`config.mk`:
```
export PLATFORM = sky130hd
export DESIGN_NAME = input_debouncer
export DESIGN_NICKNAME = d
export VERILOG_FILES = /design/src/rtl/input_debouncer.sv
export SDC_FILE = /design/constraint.sdc
export NUM_CORES = 1
export LEC_CHECK = 0
export BUFFER_PORTS_ARGS = -buffer_cell sky130_fd_sc_hd__buf_2
export CORE_MARGIN = 2
export CORE_UTILIZATION = 63
export CTS_BUF_LIST = sky130_fd_sc_hd__clkbuf_2
export DETAILED_ROUTE_END_ITERATION = 16
export GPL_TIMING_DRIVEN = 1
export PLACE_DENSITY = 0.8
export SLEW_MARGIN = 20
export SYNTH_ARGS = -nofsm -noshare
export SYNTH_HDL_FRONTEND = slang
export SYNTH_SLANG_ARGS = --single-unit
```
`constraint.sdc`:
```
create_clock -name clk -period 2.57 [get_ports clk]
set_clock_uncertainty 0.2 [all_clocks]
set_input_delay 0.1285 -clock clk [delete_from_list [all_inputs] [get_ports clk]]
set_output_delay 0.1285 -clock clk [all_outputs]
set_load 0.02 [all_outputs]
```
`src/rtl/input_debouncer.sv`:
```
// Multi-channel two-flop synchronizer and stability-counter debouncer.
// Each channel produces a clean level, registered rise/fall strobes and a toggle latch.

module input_debouncer_lane #(
    parameter int STABLE_CYCLES = 1000000
) (
    input  logic clk,
    input  logic rst_n,
    input  logic raw,
    output logic clean,
    output logic rise,
    output logic fall,
    output logic toggle
);

    localparam int CNT_W = $clog2(STABLE_CYCLES + 1);
    localparam logic [CNT_W-1:0] CNT_LAST = CNT_W'(STABLE_CYCLES - 1);

    typedef enum logic {
        STABLE  = 1'b0,
        PENDING = 1'b1
    } state_t;

    logic             sync1;
    logic             sync2;
    logic [CNT_W-1:0] cnt;
    logic [CNT_W-1:0] cnt_nxt;
    logic             clean_nxt;
    logic             rise_nxt;
    logic             fall_nxt;
    logic             toggle_nxt;
    state_t           state;

    always_ff @(posedge clk or negedge rst_n) begin
        if (!rst_n) begin
            sync1  <= 1'b0;
            sync2  <= 1'b0;
            cnt    <= '0;
            clean  <= 1'b0;
            rise   <= 1'b0;
            fall   <= 1'b0;
            toggle <= 1'b0;
        end else begin
            sync1  <= raw;
            sync2  <= sync1;
            cnt    <= cnt_nxt;
            clean  <= clean_nxt;
            rise   <= rise_nxt;
            fall   <= fall_nxt;
            toggle <= toggle_nxt;
        end
    end

    // The state is implied by the synchronized level versus the committed level;
    // leaving PENDING for any reason drops the partial count.
    always_comb begin
        state      = (sync2 != clean) ? PENDING : STABLE;
        cnt_nxt    = '0;
        clean_nxt  = clean;
        rise_nxt   = 1'b0;
        fall_nxt   = 1'b0;
        toggle_nxt = toggle;
        case (state)
            STABLE: begin
                cnt_nxt = '0;
            end
            PENDING: begin
                if (cnt == CNT_LAST) begin
                    clean_nxt  = sync2;
                    rise_nxt   = sync2;
                    fall_nxt   = ~sync2;
                    toggle_nxt = toggle ^ sync2;
                end else begin
                    cnt_nxt = cnt + CNT_W'(1);
                end
            end
            default: begin
                cnt_nxt = '0;
            end
        endcase
    end

endmodule

module input_debouncer #(
    parameter int WIDTH         = 2,
    parameter int STABLE_CYCLES = 1000000
) (
    input  logic             clk,
    input  logic             rst_n,
    input  logic [WIDTH-1:0] raw_in,
    output logic [WIDTH-1:0] clean_out,
    output logic [WIDTH-1:0] rise_pulse,
    output logic [WIDTH-1:0] fall_pulse,
    output logic [WIDTH-1:0] toggle_out
);

    for (genvar i = 0; i < WIDTH; i++) begin : g_lane
        input_debouncer_lane #(
            .STABLE_CYCLES(STABLE_CYCLES)
        ) u_lane (
            .clk    (clk),
            .rst_n  (rst_n),
            .raw    (raw_in[i]),
            .clean  (clean_out[i]),
            .rise   (rise_pulse[i]),
            .fall   (fall_pulse[i]),
            .toggle (toggle_out[i])
        );
    end

endmodule

```
==> results.md <==
* Outcome: finished, final reports clean
* Total Wirelength at 4470 µm
* Worst Hold Class: in2async
* Post-CTS sizing at 0
* Final core occ at a little over two thirds
* Vias in the first global route at ~1700
* Clk Latency, worst-skew pair at between 0.4 and 0.5 ns
* Sw Ratio at 23.2%
* Sequential area share after synthesis at between 50% and 60%
* Count of state elements after synthesis at between 50 and 60
* Crit path max-delay family: simple AND/OR/NAND/NOR gates
* # setup viols final at 0
* DP HPWL at about 3200 µm
* FF-to-FF Start: g_lane[0].u_lane.cnt[0]$_DFF_PN0_
* Clk slew on worst S/H paths at approximately 0.24 ns
* CTS Sinks at 52
* CP max stage delay at between 0.4 and 0.5 ns
* Layout cells sized above 1 at between 10 and 15%
* Main synth FF type: dfrtp_1
* Synth Warn # at 0
* CTS H-tree depth at 2
* Port bufs at 11
* Worst Path Required at 2.70 ns
* Uppermost layer routed: met4
* Worst Path Buf+Inv at 0
* Routability cong. at about 0.8
* Wire length on met1 at 2180 µm
* Die Area at roughly 4500 µm²
* First-pass GRT wire length at roughly 8000 µm
* Sequential Power Share at a little under three quarters
* Crit path arrival time at ~2.2 ns
* PnR worst setup slack at around 0.50 ns
* Post-layout net count at 261
* Net count after synthesis at ~250
* Relative max-transition margin at roughly three fifths
* Worst Tran Pin Value at roughly 0.58 ns
* Reg2Reg Depth at 5
* Kind of launch point of the worst setup path: flop
* Reg-to-Reg End: g_lane[0].u_lane.cnt[18]$_DFF_PN0_
* Pins Over Slew Limit at 0
* Starting Density at about two thirds
* Switching pwr at between 200 and 300 µW
* DR WL met3 at ~140 µm
* Post-place setup slack at 0.536 ns
* ANT nets after route at 0
* Crit Path Class: reg2reg
* TritonRoute pass-1 iters at 4
* Post-Syn Instances at about 240
* Drt wl/cell at roughly 15 µm
* Async S/R FF share, synth at 100%
* Largest net degree at the start of global routing at 27
* P_leak at between 1 and 1.5 nW
* Crit-path slowest cell: dfrtp_1
* Number of failing hold endpoints at the final stage at 0
* Met2 Wirelength at approximately 2100 µm
* DIE HEIGHT at roughly 67 µm
* Cell Chain, Critical Path: ha_1 > nand4_1 > or2_2 > or4_1 > a21oi_1
* Core Area at 3740 µm²
* Worst Setup End Kind: flop
* Max-cap violation count at 0
* RSZ-0062 raised after global routing: no
* Gr ovfl total at 0
* EDFF count, synth at 0
* Syn_area_per_cell at slightly above 10 µm²
* Vias at roughly 1800
* Pint at ~910 µW
* CTS tree: built
* Initial antenna violation count at 0
* Fmax at roughly 480 MHz
* Worst-case clock buffer depth at 2
* Setup slack, reg-to-reg at roughly 0.50 ns
* Number of buffers created by CTS at 5
* Diode count at 0
* Tcrit/Tclk final at 80.4%
* Gate power share at under 10%
* Area grow syn2layout at 5.17%
* Max FO, Critical Path at 5
* DRC Markers at 0
* Synth unique cells at 37
* Io pins at 12
* Clock power frac at between 20% and 30%
* P per Cell Area at about 450 nW/µm²
* Setup TNS at 0 ns
* Maximum vdd drop at between 0.2 and 0.3 mV
* Clock Tree Root: clkbuf_2
* Overall routing resource usage at roughly a quarter
* Cell area after synthesis at roughly 2500 µm²
* Site Rows at 22
* Initial DRC Count at 84
* Vias per cell at about 5.8
* Width of the die at roughly 67 µm
* Final min period at about 2.1 ns
## metrics by stage
stage | hold WS (ns) | power [mW] | instance area, µm² | std cells
finish | 0.00553 | 1.18 | 2620 | 303
global route | 0.0196 | 1.24 | 2620 | 303
CTS | 0.0155 | 1.19 | 2620 | 303
detailed placement | -0.0461 | 0.906 | 2560 | 293
global placement | -0.0556 | 0.905 | 2560 | 293
floorplan | -0.367 | 0.874 | 2490 | 243
## cell usage after synthesis (4+ instances only)
| library cell | instances | share of area (%) |
|---|---|---|
| dfrtp_1 | 52 | 52 |
| nor2_1 | 31 | 4.7 |
| xnor2_1 | 14 | 4.9 |
| xor2_1 | 14 | 4.9 |
| nand2_1 | 13 | 2.0 |
| a21oi_1 | 12 | 2.4 |
| nand3_1 | 12 | 2.4 |
| or3_1 | 10 | 2.5 |
| buf_4 | 8 | 2.4 |
| nand4_1 | 8 | 2.0 |
| o21ai_0 | 8 | 1.6 |
| and3_1 | 7 | 1.8 |
| nor3_1 | 5 | 1.0 |
| nor4_1 | 5 | 1.3 |
| o31ai_1 | 4 | 1.2 |
| or4_1 | 4 | 1.2 |
## power groups by stage
stage,Combinational (mW),Sequential [mW],Clock [mW]
after floorplan,0.0219,0.852,0
after global placement,0.0513,0.854,0
after detailed placement,0.0508,0.855,0
after CTS,0.0552,0.841,0.294
after global routing,0.0628,0.843,0.333
final,0.0540,0.841,0.283
## layer usage
| metal | vias up | track usage, % |
|---|---|---|
| met3 | 8 | 4.90 |
| met2 | 31 | 36.6 |
| met5 | - | 0 |
| li1 | 877 | - |
| met4 | 0 | 7.40 |
| met1 | 848 | 33.4 |
## worst max path at each step
stage                                           start                                  to  slack, ns  depth (start not counted)
CTS                 g_lane[0].u_lane.cnt[0]$_DFF_PN0_  g_lane[0].u_lane.cnt[18]$_DFF_PN0_       0.51                          5
global route        g_lane[0].u_lane.cnt[0]$_DFF_PN0_  g_lane[0].u_lane.cnt[18]$_DFF_PN0_       0.39                          5
global placement    g_lane[1].u_lane.cnt[7]$_DFF_PN0_  g_lane[1].u_lane.clean$_DFFE_PN0P_       0.58                          4
finish              g_lane[0].u_lane.cnt[0]$_DFF_PN0_  g_lane[0].u_lane.cnt[18]$_DFF_PN0_       0.50                          5
detailed placement  g_lane[1].u_lane.cnt[7]$_DFF_PN0_  g_lane[1].u_lane.clean$_DFFE_PN0P_       0.54                          4
floorplan           g_lane[0].u_lane.cnt[0]$_DFF_PN0_  g_lane[0].u_lane.clean$_DFFE_PN0P_       0.63                          6
## cells in the final DEF (no fill, tap or decap), drive strengths merged, types with 8 or more instances in the layout
master | Yosys | final
o21ai | 10 | 10
or3 | 10 | 10
and3 | 8 | 8
xnor2 | 14 | 14
nand4 | 9 | 9
nand2 | 13 | 13
xor2 | 14 | 14
buf | 11 | 16
a21oi | 12 | 12
dfrtp | 52 | 52
nand3 | 14 | 14
nor2 | 31 | 31
## worst register-to-register path, stage by stage (launching register included)
cell	delay [ns]
dfrtp_1	0.42
ha_1	0.25
nand4_1	0.19
or2_2	0.37
or4_1	0.41
a21oi_1	0.16
## repair_timing
action / in CTS / in global routing
buffers inserted: 0 / 0
endpoints found under the hold margin: 54 / 0
setup endpoints to repair: 0 / 0
hold buffers: 3 / 0
## flip-flops by register name, indices dropped and copies added (netlist names)
name                  count
g_lane.u_lane.sync2       2
g_lane.u_lane.rise        2
g_lane.u_lane.clean       2
g_lane.u_lane.toggle      2
g_lane.u_lane.cnt        40
g_lane.u_lane.sync1       2
g_lane.u_lane.fall        2
## layout make-up
cell class                      count  area [µm²]
Clock inverter                      2        7.51
Fill cell                         285        1120
Multi-Input combinational cell    174        1100
Inverter                            3        11.3
Tap cell                           48        60.1
Clock buffer                        5        25.0
Sequential cell                    52        1300
Timing Repair Buffer               19         123
## logic make-up (layout without fill, tap and decap cells)
| group | Yosys count | count (layout) | share of synthesized area, % |
|---|---|---|---|
| adders and majority gates | 2 | 2 | 1.00 |
| DFF | 52 | 52 | 52.2 |
| AOI/OAI and AO/OA | 26 | 26 | 5.92 |
| buffers and inverters | 17 | 29 | 3.91 |
| and+or+nand+nor | 116 | 116 | 26.3 |
| muxes | 2 | 2 | 0.903 |
| xor gates and xnor gates | 28 | 28 | 9.83 |
Power figures use the tool's default switching activity.
